--- config.mk ---
export PLATFORM = sky130hd
export DESIGN_NAME = dmem_arbiter
export DESIGN_NICKNAME = d
export VERILOG_FILES = /design/src/rtl/dmem_arbiter.sv
export SDC_FILE = /design/constraint.sdc
export NUM_CORES = 1
export LEC_CHECK = 0
export BUFFER_PORTS_ARGS = -buffer_cell sky130_fd_sc_hd__buf_4
export CAP_MARGIN = 20
export CORE_AREA = 5 5 98 100
export CTS_BUF_LIST = sky130_fd_sc_hd__clkbuf_4
export CTS_CLUSTER_DIAMETER = 60
export DETAILED_ROUTE_END_ITERATION = 6
export DIE_AREA = 0 0 103 105
export GPL_TIMING_DRIVEN = 0
export PLACE_DENSITY = 0.66
export SLEW_MARGIN = 25
export SYNTH_ARGS = -nofsm -noshare
export SYNTH_HDL_FRONTEND = slang
export SYNTH_SLANG_ARGS = --single-unit
--- constraint.sdc ---
create_clock -name clk_i -period 2.5 [get_ports clk_i]
set_input_delay 0.5 -clock clk_i [delete_from_list [all_inputs] [get_ports clk_i]]
set_output_delay 0.5 -clock clk_i [all_outputs]
set_load 0.1 [all_outputs]
--- src/rtl/dmem_arbiter.sv ---
// dmem_arbiter: round-robin arbiter sharing the single datamem controller port
// between the protocol controllers (0 = SPI, 1 = UART, 2 = I2C).
// The grant is registered and one-hot. The owner's access is muxed onto the
// memory port combinationally. A hold limit forces hand-over when others wait.
module dmem_arbiter #(
   parameter int NREQ     = 3,
   parameter int ADDR_W   = 10,
   parameter int DATA_W   = 32,
   parameter int MAX_HOLD = 16
) (
   input  logic                     clk_i,
   input  logic                     nrst_i,
   input  logic [NREQ-1:0]          req_i,
   input  logic [NREQ*ADDR_W-1:0]   addr_i,
   input  logic [NREQ*4-1:0]        wr_i,
   input  logic [NREQ*DATA_W-1:0]   wdata_i,
   output logic [NREQ-1:0]          gnt_o,
   output logic [NREQ-1:0]          rvalid_o,
   output logic [DATA_W-1:0]        rdata_o,
   output logic [ADDR_W-1:0]        mem_addr_o,
   output logic [3:0]               mem_wr_o,
   output logic [DATA_W-1:0]        mem_out_o,
   input  logic [DATA_W-1:0]        mem_in_i
);

   localparam int IDX_W = (NREQ > 1) ? $clog2(NREQ) : 1;
   // MAX_HOLD = 0 would give a zero-width counter; keep one bit in that case
   localparam int CNT_W = (MAX_HOLD > 0) ? $clog2(MAX_HOLD + 1) : 1;
   localparam bit HOLD_EN = (MAX_HOLD > 0);
   localparam logic [IDX_W-1:0] LAST_RST  = IDX_W'(NREQ - 1);
   localparam logic [CNT_W-1:0] CNT_MAX   = '1;
   localparam logic [CNT_W-1:0] HOLD_LAST = (MAX_HOLD > 0) ? CNT_W'(MAX_HOLD - 1) : '0;

   typedef enum logic {ST_IDLE, ST_OWN} state_t;

   state_t            state_q, state_d;
   logic [NREQ-1:0]   gnt_q, gnt_d;
   logic [IDX_W-1:0]  last_q, last_d;
   logic [CNT_W-1:0]  cnt_q, cnt_d;
   logic [NREQ-1:0]   rvalid_q;
   logic [ADDR_W-1:0] mem_addr_q;

   logic [ADDR_W-1:0] addr_arr  [NREQ];
   logic [3:0]        wr_arr    [NREQ];
   logic [DATA_W-1:0] wdata_arr [NREQ];
   logic [NREQ-1:0]   acc;
   logic [NREQ-1:0]   rd_acc;
   logic              any_acc;

   logic [ADDR_W-1:0] mux_addr;
   logic [3:0]        mux_wr;
   logic [DATA_W-1:0] mux_wdata;

   logic [NREQ-1:0]   cand;
   logic              pick_found;
   logic [IDX_W-1:0]  pick_idx;
   logic              hold_hit;

   // Unpack per-requester buses and flag which requester accesses this cycle
   for (genvar gi = 0; gi < NREQ; gi++) begin : g_req
      assign addr_arr[gi]  = addr_i[gi*ADDR_W +: ADDR_W];
      assign wr_arr[gi]    = wr_i[gi*4 +: 4];
      assign wdata_arr[gi] = wdata_i[gi*DATA_W +: DATA_W];
      assign acc[gi]       = gnt_q[gi] & req_i[gi];
      assign rd_acc[gi]    = acc[gi] & (wr_arr[gi] == 4'h0);
   end

   assign any_acc = |acc;

   // AND-OR mux of the accessing requester onto the port (grant is one-hot)
   always_comb begin
      mux_addr  = '0;
      mux_wr    = '0;
      mux_wdata = '0;
      for (int i = 0; i < NREQ; i++) begin
         if (acc[i]) begin
            mux_addr  = mux_addr | addr_arr[i];
            mux_wr    = mux_wr | wr_arr[i];
            mux_wdata = mux_wdata | wdata_arr[i];
         end
      end
   end

   // Address holds its last driven value when idle; writes are blocked during reset
   assign mem_addr_o = any_acc ? mux_addr : mem_addr_q;
   assign mem_wr_o   = nrst_i ? mux_wr : 4'h0;
   assign mem_out_o  = mux_wdata;
   assign rdata_o    = mem_in_i;
   assign gnt_o      = gnt_q;
   assign rvalid_o   = rvalid_q;

   // Round-robin search starting after the last owner; the current owner is
   // masked out, so the same search serves idle grant, release and revoke
   always_comb begin
      cand       = (state_q == ST_IDLE) ? req_i : (req_i & ~gnt_q);
      pick_found = 1'b0;
      pick_idx   = last_q;
      for (int k = 1; k <= NREQ; k++) begin
         if (!pick_found && cand[(int'(last_q) + k) % NREQ]) begin
            pick_found = 1'b1;
            pick_idx   = IDX_W'((int'(last_q) + k) % NREQ);
         end
      end
   end

   assign hold_hit = HOLD_EN && (cnt_q >= HOLD_LAST);

   // Next-state logic: grant, release/hand-over, hold-limit revoke
   always_comb begin
      state_d = state_q;
      gnt_d   = gnt_q;
      last_d  = last_q;
      cnt_d   = cnt_q;
      unique case (state_q)
         ST_IDLE: begin
            if (pick_found) begin
               state_d = ST_OWN;
               gnt_d   = NREQ'(1) << pick_idx;
               last_d  = pick_idx;
               cnt_d   = '0;
            end
         end
         ST_OWN: begin
            if (!any_acc) begin
               // owner dropped req: hand over directly or go idle
               cnt_d = '0;
               if (pick_found) begin
                  gnt_d  = NREQ'(1) << pick_idx;
                  last_d = pick_idx;
               end else begin
                  state_d = ST_IDLE;
                  gnt_d   = '0;
               end
            end else if (hold_hit && pick_found) begin
               // this access is the last allowed one while someone waits
               gnt_d  = NREQ'(1) << pick_idx;
               last_d = pick_idx;
               cnt_d  = '0;
            end else if (cnt_q != CNT_MAX) begin
               cnt_d = cnt_q + 1'b1;
            end
         end
      endcase
   end

   // Arbiter state registers
   always_ff @(posedge clk_i) begin
      if (!nrst_i) begin
         state_q <= ST_IDLE;
         gnt_q   <= '0;
         last_q  <= LAST_RST;
         cnt_q   <= '0;
      end else begin
         state_q <= state_d;
         gnt_q   <= gnt_d;
         last_q  <= last_d;
         cnt_q   <= cnt_d;
      end
   end

   // Read-valid pulse one cycle after a read access; remembered port address
   always_ff @(posedge clk_i) begin
      if (!nrst_i) begin
         rvalid_q   <= '0;
         mem_addr_q <= '0;
      end else begin
         rvalid_q   <= rd_acc;
         mem_addr_q <= mem_addr_o;
      end
   end

endmodule

* Word-level counts from Yosys, hierarchy flattened
Cells that the tools add are included.
Storage, ports and cells: bits in registers 24, input bits 175, output and inout bits 84, word-level logic and storage cells 92
Operators by class: add/sub/neg operators 4, divide/modulo/power cells 3, order comparisons 4, equality and inequality tests 4, shift-type cells 1, muxes and demuxes 44, bitwise logic cells 15, reductions and logical operators 11
Operators with widths (count):
- 32-bit by 4-bit less-than comparator with 1-bit output (second input constant) | 3
- 32-bit by 3-bit modulo with 32-bit output (second input constant) | 3
- 32-bit 2-to-1 mux | 3
- 32-bit bitwise OR | 2
- 10-bit 2-to-1 mux | 4
- 5-bit 2-to-1 mux | 4
- 10-bit bitwise OR | 2
- 4-bit 2-to-1 mux | 4
- 3-bit 2-to-1 mux | 5
- 4-bit logical NOT | 3
- 2-bit 2-to-1 mux | 6
- 1-bit 2-to-1 mux | 11
- 5-bit one-hot mux with 2 select lines | 1
- 4-bit bitwise OR | 2
- 2-bit by 2-bit adder with 3-bit output (second input constant) | 2
- 1-bit AND | 6
- 1-bit binary-select mux with 2-bit select | 3
- 3-bit one-hot mux with 2 select lines | 1
- 5-bit by 1-bit adder with 5-bit output (second input constant) | 1
- 5-bit by 4-bit greater-or-equal comparator with 1-bit output (second input constant) | 1
- 5-bit inequality test (second input constant) | 1
- 4-bit by 2-bit inequality test with 1-bit output (second input constant) | 1
- 2-bit one-hot mux with 2 select lines | 1
- 2-bit AND reduction | 2
- 11 further kinds | 14

* Depth between registers and ports, before layout
Gate-level depths: netlist of run 1.
depth after elaboration 17, depth in mapped cells 9, gate-level depth less buffers 9

* Worst setup path before layout of run 1
No wires, ideal clock.
path kind reg2out, start point reg gnt_q[2] (netlist: gnt_o[2]), end point out mem_wr_o[0], arrival 3.845 ns, required time 2.000 ns, path slack -1.845 ns, cell stages (with the launch flop) 5, buffers on the path 1, path through dfxtp_1 and2_1 clkbuf_1 a22oi_1 a21boi_0
On the way: cells in the longest elaborated chain, start to end 3
RTL lines:
- from (decl) | RTL line 37 | logic [NREQ-1:0] gnt_q, gnt_d;
- from (signal assigned) | RTL line 155 | gnt_q <= gnt_d;
- 1-bit AND | RTL line 64 | assign acc[gi] = gnt_q[gi] & req_i[gi];
- 4-bit 2-to-1 mux | RTL line 76 | if (acc[i]) begin
- 4-bit 2-to-1 mux | RTL line 86 | assign mem_wr_o = nrst_i ? mux_wr : 4'h0;
- to (decl) | RTL line 21 | output logic [3:0] mem_wr_o,
No other way between the ends.

* Worst setup path after layout of run 1
start point reg gnt_q[2] (netlist: gnt_o[2]), end point out mem_addr_o[9]
On the way: cells in the longest elaborated chain, start to end 3, elaborated cells between the ends (all ways) 4, classes of those cells mux (2); bitwise (1); reduce/logical (1)
RTL lines:
- 1-bit AND (*) | RTL line 64
- 3-bit OR reduction or 10-bit 2-to-1 mux (tied branches) | RTL line 68, 76
- 10-bit 2-to-1 mux (*) | RTL line 85 | assign mem_addr_o = any_acc ? mux_addr : mem_addr_q;
- to (decl) | RTL line 20 | output logic [ADDR_W-1:0] mem_addr_o,
Every way passes the cells marked *; elsewhere a longest branch is shown, timed or not.

==> results.md, run 1 <==
* Remaining global-route overflow at 0
* Clk slew on worst S/H paths at about 0.13 ns
* Final Hold Vio Count at 0
* Post-Synth Adder-Cell Area at under 10%
* Hold_ws at about 0.34 ns
* Initial antenna violation count at 0
* First drt pass iteration count at 6
* # diodes at 0
* Synth Register Bits at 24
* Routed wire length at 11.32 mm
* Fmax at just over 400 MHz
* Most frequent cell after synthesis: nand2_1
* Synth top area share at a little over a fifth
* Full die area at approximately 11000 sq um
* Max incr delay on CP at between 0.3 and 0.4 ns
* Multiplexer area fraction after synthesis at 1.746%
* List of most frequent post-synthesis cells: 91 x nand2_1, 48 x a22oi_1, 32 x buf_4, 24 x dfxtp_1, 13 x and2_1
* Syn Area/Cell at 6.971 sq um
* Ys Warns at 0
* Final core occ at between 50 and 60%
* Startpoint class of the critical path: register
* GP Congestion at 0.7774
* Setup TNS at 0 ns
* Vias/cell at just under 5
* Setup repair after global routing missed its margin: true
* Final WS setup at 0.08152 ns
* Count of different cell masters after synthesis at 45
* CTS tree: yes
* Tot GR Track Use at around 19%
* Layout cells sized above 1 at 62.21%
* Syn Std Cell Area at 2293 sq um
* Num ports at about 260
* Post-Synth Simple-Gate Area at roughly 28%
* Worst-skew pair later-pin latency at about 0.32 ns
* CP required at ~2 ns
* Largest net degree at the start of global routing at 15
* Asr flop ratio synth at 0%
* Rel. slew slack at between 60% and 70%
* Leakage at 2.305 nW
* Clock Path Buffers at 2
* Drt first-iter violations at ~170
* PD cells at approximately 1200 nW/um^2
* Hpwl dp at approximately 9.7 mm
* Row Count at 34
* Main area contributors after synthesis: dfxtp_1 21%, a22oi_1 16%, nand2_1 15%
* Die span in x at ~100 um
* Initial Util at a little over a quarter
* Fin crit share at 96.74%
* Antenna-violating nets left at 0
* Gate Count Post-Synth at about 330
* Slew Limit Fails at 0
* Largest family of logic cells by synthesized area: compound AO/OA/AOI/OAI gates
* Post-synthesis xor/xnor area fraction at 0%
* Mapped Nets at roughly 500
* Worst hold path class: in2reg
* Worst endpoint data arrival time at approximately 1.9 ns
* Port bufs at approximately 230
* Post-synth EDFFs at 0
* Vias in the first global route at between 3000 and 4000
* Drc violations at 0
* Vias at approximately 3200
* DR WL/cell at 16.91 um
* Worst-Margin Slew at 0.4940 ns
* Final setup fails at 0
* Dominant cell type by area after synthesis: dfxtp_1
* CP max FO at 10
* Nets at approximately 740
* Status: complete, no violations
* Setup Skew at between 0.01 and 0.015 ns
* First-pass GRT wire length at 16.78 mm
* Clock root cell: clkbuf_4
* CP max-delay cell: or3_1
* Clk sinks at 24
* Seq/Total Area, Yosys at about a fifth
* Area added between synthesis and finish at 109.4%
* Compound-Gate Fraction of Synth Area at a little under a third
* Worst IR drop on VDD at around 0.67 mV
* Die Ht at around 110 um
* Ys flop type: dfxtp_1
* CP Class: reg2out
* Pre-CTS WS at -0.3093 ns
* Max-cap violations at 0
* Core ar. at between 8000 and 9000 sq um
* Cells along the critical path: and2_1, or3_1, buf_2, nor2_1, a31oi_4, buf_6
* Worst Setup End Kind: primary output
* Post-CTS Hold Fix Bufs at 0
* Tmin final at ~2.4 ns
* H-tree depth at 1
* Total CTS buffers at 3
[layer usage]
| layer | vias to the layer above | global-route usage, % | share of wire, % |
|---|---|---|---|
| met5 | - | 0 | 0 |
| met4 | 0 | 3.608 | 1.2 |
| met3 | 10 | 5.463 | 7.5 |
| met2 | 130 | 36.85 | 57 |
| met1 | 1511 | 21.19 | 35 |
| li1 | 1597 | - | - |
[kinds of logic (layout without fill, tap and decap cells)]
logic type / count (synthesis) / in the layout
muxes: 4 / 4
adders and majority gates: 6 / 6
DFF: 24 / 24
and+or+nand+nor: 142 / 142
AOI/OAI and AO/OA: 92 / 92
buffers and inverters: 61 / 293
[critical path, delay by kind of cell (launching register included)]
kind	cells	cell delay, ns
flops	1	0.37
compound gates	1	0.05
simple gates	3	0.77
buf+inv	2	0.42
[registers in the layout, summed over array words and instances, names as in the netlist]
signal / cells
state_q: 1
mem_addr_q: 10
cnt_q: 5
last_q: 2
gnt_o: 3
rvalid_o: 3
[cell usage in the layout, fill, tap and decap left out, types with 2 or more instances in the layout]
| cell type | synthesis | layout |
|---|---|---|
| clkbuf_4 | 0 | 11 |
| nand2_1 | 91 | 61 |
| a22oi_1 | 48 | 47 |
| a21boi_4 | 0 | 4 |
| nor3_1 | 6 | 6 |
| and3_1 | 3 | 2 |
| dfxtp_2 | 0 | 3 |
| nor2_2 | 0 | 6 |
| o22ai_1 | 4 | 4 |
| nor2_1 | 12 | 6 |
| buf_4 | 32 | 236 |
| o21ai_0 | 6 | 6 |
| dfxtp_1 | 24 | 20 |
| nor2b_1 | 2 | 2 |
| nand3b_1 | 2 | 2 |
| a21oi_1 | 2 | 2 |
| buf_6 | 1 | 23 |
| a31oi_4 | 0 | 8 |
| buf_2 | 1 | 5 |
| and2_1 | 13 | 13 |
| nand3_1 | 5 | 3 |
| buf_12 | 0 | 2 |
| a21boi_1 | 2 | 2 |
| inv_1 | 8 | 8 |
| clkbuf_1 | 12 | 2 |
| o21bai_1 | 3 | 3 |
| clkbuf_2 | 0 | 3 |
| nand3_2 | 0 | 2 |
| nand2_4 | 0 | 30 |
| mux2i_1 | 4 | 3 |
| nor4b_1 | 5 | 5 |
| ha_1 | 6 | 6 |
[where the power goes]
| part | internal, mW | leakage (nW) | switching [mW] |
|---|---|---|---|
| sequential | 0.496 | 0.198 | 0.0671 |
| clock | 0.162 | 0.0279 | 0.122 |
| combinational | 1.40 | 2.08 | 3.40 |
[worst paths after layout]
path	startpoint	end	slack, ns	depth (start not counted)
worst max-delay path	gnt_o[2]$_SDFFE_PN0P_	mem_addr_o[9]	0.08	6
worst min-delay path	wr_i[11]	rvalid_o[2]$_SDFF_PN0_	0.34	2
worst max register to register	cnt_q[0]$_SDFFE_PN0P_	gnt_o[1]$_SDFFE_PN0P_	0.09	9
worst min register to register	cnt_q[0]$_SDFFE_PN0P_	cnt_q[0]$_SDFFE_PN0P_	0.48	1
[cell type report]
| type | instances | area (sq um) |
|---|---|---|
| flip-flops and latches | 24 | 488.0 |
| multi-input cells | 244 | 1891 |
| well taps | 108 | 135.1 |
| plain buffers | 53 | 380.4 |
| clock buffers | 3 | 22.52 |
| repair buffers | 228 | 1827 |
| clock inverters | 1 | 30.03 |
| inverters | 8 | 30.03 |
| fillers | 802 | 3790 |
[what timing repair did]
item | 4_1_cts | 5_1_grt
buffers inserted | 0 | 2
setup endpoints to repair | 42 | 42
pin swaps | 0 | 2
resized for setup | 24 | 50
[through the flow]
| step | power, mW | area [sq um] | instances |
|---|---|---|---|
| global route | 5.905 | 4803 | 669 |
| global placement | 5.028 | 4533 | 663 |
| finish | 5.648 | 4803 | 669 |
| detailed placement | 5.071 | 4533 | 663 |
| CTS | 5.457 | 4638 | 667 |
| floorplan | 4.151 | 2701 | 329 |
No activity file was read; power rests on OpenSTA's default activity.
==> run 2, diff against run 1 <==
- PLACE_DENSITY: 0.66 -> 0.64
==> run 2 against run 1 <==
Net effect: global-route usage down 0.56 points; worst hold slack worse by 0.0018 ns; critical endpoint is now mem_addr_o[7]; flip-flop and latch count unchanged; critical path type unchanged; design area down 0.23%; clock power down 1%; count of clock-buffer cells in the layout unchanged.
==> results.md, run 2 (synthesized netlist as in run 1, its figures left out) <==
* Vias at 3209 (-1.2%)
* Startpoint class of the critical path: register
* Most common cell after layout, fill and taps aside: buf_4
* PD cells at 1167 nW/um^2 (-0.79%)
* Routed wire length at 11.05 mm (-2.4%)
* Worst IR drop on VDD at 0.5603 mV (-17%)
* Clk sinks at 24 (unchanged)
* Initial Util at 26.69% (unchanged)
* Filler instances at 836 (+4.2%)
* Status: complete, no violations
* Placed instance area at 4533 sq um (unchanged)
* Placed cells at 663 (unchanged)
* Commonest non-fill, non-tap cells in the layout: 225 x buf_4, 61 x nand2_1, 48 x a22oi_1
* Layout cells sized above 1 at 60.89% (-1.3 points)
* Setup TNS at 0 ns (unchanged)
* H-tree depth at 1 (unchanged)
* Leakage at 2.301 nW (-0.19%)
* Rel. slew slack at 66.64% (-0.42 points)
* Remaining global-route overflow at 0 (unchanged)
* GP Congestion at 0.8319 (+7.0%)
* Vias in the first global route at 3321 (-0.81%)
* Clk network pwr share at 5.0% (about the same)
* Antenna-violating nets left at 0 (unchanged)
* Nets at 742 (-0.13%)
* Area added between synthesis and finish at 108.9%
* CTS tree: yes
* Largest registers: mem_addr_q x10, cnt_q x5
* First drt pass iteration count at 4 (-2)
* Worst Setup End Kind: primary output
* Fmax at 417.3 MHz (+0.91%)
* Largest net degree at the start of global routing at 15 (unchanged)
* Most flops, register: mem_addr_q
* Worst-Margin Slew at 0.5003 ns (+0.006338 ns)
* Drc violations at 0 (unchanged)
* Initial antenna violation count at 0 (unchanged)
* Total CTS buffers at 3 (unchanged)
* Core ar. at 8593 sq um (unchanged)
* CP required at 2.00 ns (about the same)
* Finished Cell Area at 4792 sq um (-0.23%)
* Worst endpoint data arrival time at 1.90 ns (-0.02 ns)
* Final Non-Filler Cells at 668 (-0.15%)
* # diodes at 0 (unchanged)
* Num ports at 259 (unchanged)
* Die span in x at 103 um (unchanged)
* DR WL/cell at 16.54 um (-2.2%)
* Drt first-iter violations at 159 (-4.2%)
* Sw power at 3.577 mW (-0.48%)
* CP max FO at 10 (unchanged)
* Hpwl dp at 9.595 mm (-0.67%)
* Sequential power share at 9.9% (about the same)
* Row Count at 34 (unchanged)
* Overall Power at 5.590 mW (-1.0%)
* Cell-internal power at 2.013 mW (-2.0%)
* Slew Limit Fails at 0 (unchanged)
* Setup Skew at 0.003793 ns (-0.008822 ns)
* Final setup fails at 0 (unchanged)
* Port bufs at 226 (unchanged)
* Clk slew on worst S/H paths at 0.13 ns (about the same)
* Tmin final at 2.397 ns (-0.02184 ns)
* Die Ht at 105 um (unchanged)
* Combinational fraction of design power at 85.1% (about the same)
* Final Hold Vio Count at 0 (unchanged)
* First-pass GRT wire length at 16.43 mm (-2.1%)
* Switch share at 63.99% (+0.35 points)
* Tot GR Track Use at 18.91% (-0.56 points)
* Vias/cell at 4.804 (-1.1%)
* Fin crit share at 95.87% (-0.87 points)
* CP Class: reg2out
* Full die area at 10820 sq um (unchanged)
* Worst-skew pair later-pin latency at 0.31 ns (about the same)
* Clock root cell: clkbuf_4
* Number of flip-flops in the largest register at 10 (unchanged)
* Max-cap violations at 0 (unchanged)
* Worst hold path class: in2reg
* Clock Path Buffers at 2 (unchanged)
-- run 2: cell count changes in the layout (fill, tap and decap cells not counted), moves of 2 or more --
cell	previous run	this run
buf_12	2	0
nor2_1	6	11
nor2_2	6	1
buf_6	23	35
buf_4	236	225
-- run 2: area by class of cell --
type                            instances  area [sq um]  area share [%]
Multi-Input combinational cell        244          1872           39.06
Timing Repair Buffer                  227          1839           38.38
Sequential cell                        24         485.5           10.13
Buffer                                 53         377.9           7.885
Tap cell                              108         135.1           2.820
Clock inverter                          1         30.03          0.6266
Inverter                                8         30.03          0.6266
Clock buffer                            3         22.52          0.4700
-- run 2: power by group through the flow --
stage	clock network, mW	logic [mW]	registers (mW)
5_1_grt	0.305	4.95	0.571
2_1_floorplan	0	3.47	0.680
4_1_cts	0.288	4.62	0.554
6_report	0.280	4.76	0.554
3_5_place_dp	0	4.51	0.562
3_3_place_gp	0	4.47	0.559
-- run 2: metal layers --
layer | wire [um] | track usage, %
met2 | 6166 | 35.88
met1 | 3905 | 21.09
met5 | 0 | 0
met4 | 116 | 3.145
met3 | 859 | 4.597
-- run 2: critical path: stages, from the launching register on --
cell,delay [ns]
dfxtp_2,0.37
and2_1,0.17
or3_1,0.38
buf_2,0.20
nor2_1,0.20
a31oi_4,0.06
buf_6,0.21
-- run 2: stage by stage --
stage	hold slack [ns]	utilization [%]	setup WS [ns]
finish	0.3410	55.77	0.1034
global route	0.3317	55.77	-0.002206
global placement	0.4831	52.75	-0.2545
floorplan	0.4698	-	0.005258
detailed placement	0.4955	52.75	-0.2538
CTS	0.3298	54.00	0.001282
-- run 2: path summary, 6_finish.rpt --
| kind | slack [ns] | cells after the start | start | end |
|---|---|---|---|---|
| max | 0.10 | 6 | gnt_o[2]$_SDFFE_PN0P_ | mem_addr_o[7] |
| min | 0.34 | 2 | wr_i[11] | rvalid_o[2]$_SDFF_PN0_ |
| max reg2reg | 0.10 | 9 | cnt_q[0]$_SDFFE_PN0P_ | gnt_o[1]$_SDFFE_PN0P_ |
| min reg2reg | 0.47 | 1 | cnt_q[0]$_SDFFE_PN0P_ | cnt_q[0]$_SDFFE_PN0P_ |
-- run 2: what timing repair did --
item / in CTS / in global routing
endpoints found under the setup margin: 43 / 41
pin swaps: 0 / 2
hold buffers: 0 / 0
setup buffers: 0 / 1
resized for setup: 25 / 45
cloned: 0 / 0
==> run 3, diff against run 2 <==
- SETUP_SLACK_MARGIN: unset -> 0.15
==> run 3 against run 2 <==
Net effect: final cell count up 1.0%; setup slack better by 0.075 ns; routed wire length rose by 9.8%; first-iteration DRC count decreased by 8.2%; sequential power increased by 4.3%; clock power rose by 3%; sequential share of layout area fell by 0.45 points; non-clock buffer count up 7; largest power group unchanged; highest routed layer unchanged.
==> results.md, run 3 (synthesized netlist as in run 1, its figures left out) <==
* Vias/cell at 4.921 (+2.4%)
* Filler instances at 780 (-6.7%)
* Drt first-iter violations at 146 (-8.2%)
* Nets at 749 (+0.94%)
* Clk sinks at 24 (unchanged)
* Fin crit share at 92.85% (-3.0 points)
* Total CTS buffers at 3 (unchanged)
* Vias at 3322 (+3.5%)
* Final WS setup at 0.1787 ns (+0.07532 ns)
* Status: complete, no violations
* Clock root cell: clkbuf_4
* Worst-skew pair later-pin latency at 0.32 ns (about the same)
* Commonest non-fill, non-tap cells in the layout: 230 x buf_4, 61 x nand2_1, 34 x buf_6
* Clk slew on worst S/H paths at 0.14 ns (about the same)
* CP required at 2.00 ns (about the same)
* Layout cells sized above 1 at 67.72% (+6.8 points)
* Routed wire length at 12.14 mm (+9.8%)
* Port bufs at 226 (unchanged)
* Full die area at 10820 sq um (unchanged)
* CTS tree: yes
* CP max FO at 5 (-5)
* Core ar. at 8593 sq um (unchanged)
* Number of flip-flops in the largest register at 10 (unchanged)
* Startpoint class of the critical path: register
* Placed cells at 663 (unchanged)
* Pre-CTS WS at -0.3117 ns (-0.05794 ns)
* Initial antenna violation count at 0 (unchanged)
* Worst hold path class: in2reg
* Buf/Inv on CP at 2 (unchanged)
* Worst Setup End Kind: primary output
* # diodes at 0 (unchanged)
* Hpwl dp at 9.867 mm (+2.8%)
* Initial Util at 26.69% (unchanged)
* GP Congestion at 0.7772 (-6.6%)
* Final Hold Vio Count at 0 (unchanged)
* Fmax at 430.8 MHz (+3.2%)
* First-pass GRT wire length at 17.66 mm (+7.5%)
* Reg2Reg Setup Slack at 0.26 ns (+0.16 ns)
* Multi-input logic area at 2001 sq um (+6.9%)
* Drc violations at 0 (unchanged)
* Setup repair after global routing missed its margin: true
* Clock Path Buffers at 2 (unchanged)
* Worst-Margin Slew at 0.4997 ns (-0.0006189 ns)
* PD cells at 1194 nW/um^2 (+2.3%)
* Leakage at 2.384 nW (+3.6%)
* Top Family by Delay on Critical Path: simple AND/OR/NAND/NOR gates
* Row Count at 34 (unchanged)
* Most flops, register: mem_addr_q
* Final core occ at 59.42% (+3.7 points)
* DR WL/cell at 17.98 um (+8.7%)
* Slew Limit Fails at 0 (unchanged)
* Die span in x at 103 um (unchanged)
* CP Class: reg2out
* First drt pass iteration count at 4 (unchanged)
* Final setup fails at 0 (unchanged)
* H-tree depth at 1 (unchanged)
* Die Ht at 105 um (unchanged)
* Vias in the first global route at 3384 (+1.9%)
* Antenna-violating nets left at 0 (unchanged)
* CP max-delay cell: or3_4
* Final Non-Filler Cells at 675 (+1.0%)
* Worst IR drop on VDD at 0.6661 mV (+19%)
* Tmin final at 2.321 ns (-0.07532 ns)
* Worst endpoint data arrival time at 1.82 ns (-0.08 ns)
* Setup Skew at 0.01107 ns (+0.007274 ns)
* Num ports at 259 (unchanged)
* Cells along the critical path: and2_4, or3_4, clkbuf_16, a31oi_4, buf_8
* Area added between synthesis and finish at 122.6%
* Largest registers: mem_addr_q x10, cnt_q x5
* Most common cell after layout, fill and taps aside: buf_4
* Max-cap violations at 0 (unchanged)
* Largest net degree at the start of global routing at 15 (unchanged)
* Remaining global-route overflow at 0 (unchanged)
* Post-CTS Hold Fix Bufs at 0 (unchanged)
* Tot GR Track Use at 20.69% (+1.8 points)
* Rel. slew slack at 66.69% (about the same)
* Max incr delay on CP at 0.42 ns (+0.04 ns)
* Register Area at 494.2 sq um (+1.8%)
## run 3: changes by cell type in the layout (fill, tap and decap cells not counted), sizes merged
cell	before	now
buf	266	273
## run 3: timing repair
item,in CTS,in global routing
gates resized for setup,90,44
setup endpoints to repair,48,46
pin swaps,3,3
setup buffers,5,2
cloned,1,0
## run 3: power by group
part / switching, mW / internal, mW
combinational: 3.52 / 1.71
sequential: 0.0764 / 0.501
clock: 0.126 / 0.162
## run 3: metrics by stage
stage                     hold WS [ns]  cell area [sq um]  TNS [ns]  power, mW
final                           0.3366               5106         0      6.095
after global routing            0.3097               5106         0      6.345
after CTS                       0.3256               4917         0      5.792
after detailed placement        0.4841               4499    -7.010      5.067
after global placement          0.4844               4499    -7.120      5.025
after floorplan                 0.4698               2668         0      4.138
## run 3: final timing paths
path | endpoint | cells after the start | start
worst min-delay path | rvalid_o[0]$_SDFF_PN0_ | 2 | wr_i[2]
worst max-delay path | mem_addr_o[9] | 5 | gnt_o[0]$_SDFFE_PN0P_
worst max register to register | gnt_o[1]$_SDFFE_PN0P_ | 9 | cnt_q[1]$_SDFFE_PN0P_
worst min register to register | gnt_o[0]$_SDFFE_PN0P_ | 1 | gnt_o[0]$_SDFFE_PN0P_
## run 3: routing by layer
| layer | vias to the layer above | track usage, % | routed length [um] |
|---|---|---|---|
| li1 | 1613 | - | - |
| met1 | 1547 | 23.56 | 4206 |
| met2 | 146 | 38.77 | 6752 |
| met3 | 16 | 4.131 | 955 |
| met4 | 0 | 4.533 | 222 |
| met5 | - | 0 | 0 |
## run 3: layout make-up
class / count / area share, %
flip-flops and latches: 24 / 9.679
plain buffers: 53 / 8.111
inverters: 8 / 0.5881
multi-input cells: 244 / 39.18
well taps: 108 / 2.646
clock inverters: 1 / 0.5881
repair buffers: 234 / 38.77
clock buffers: 3 / 0.4411
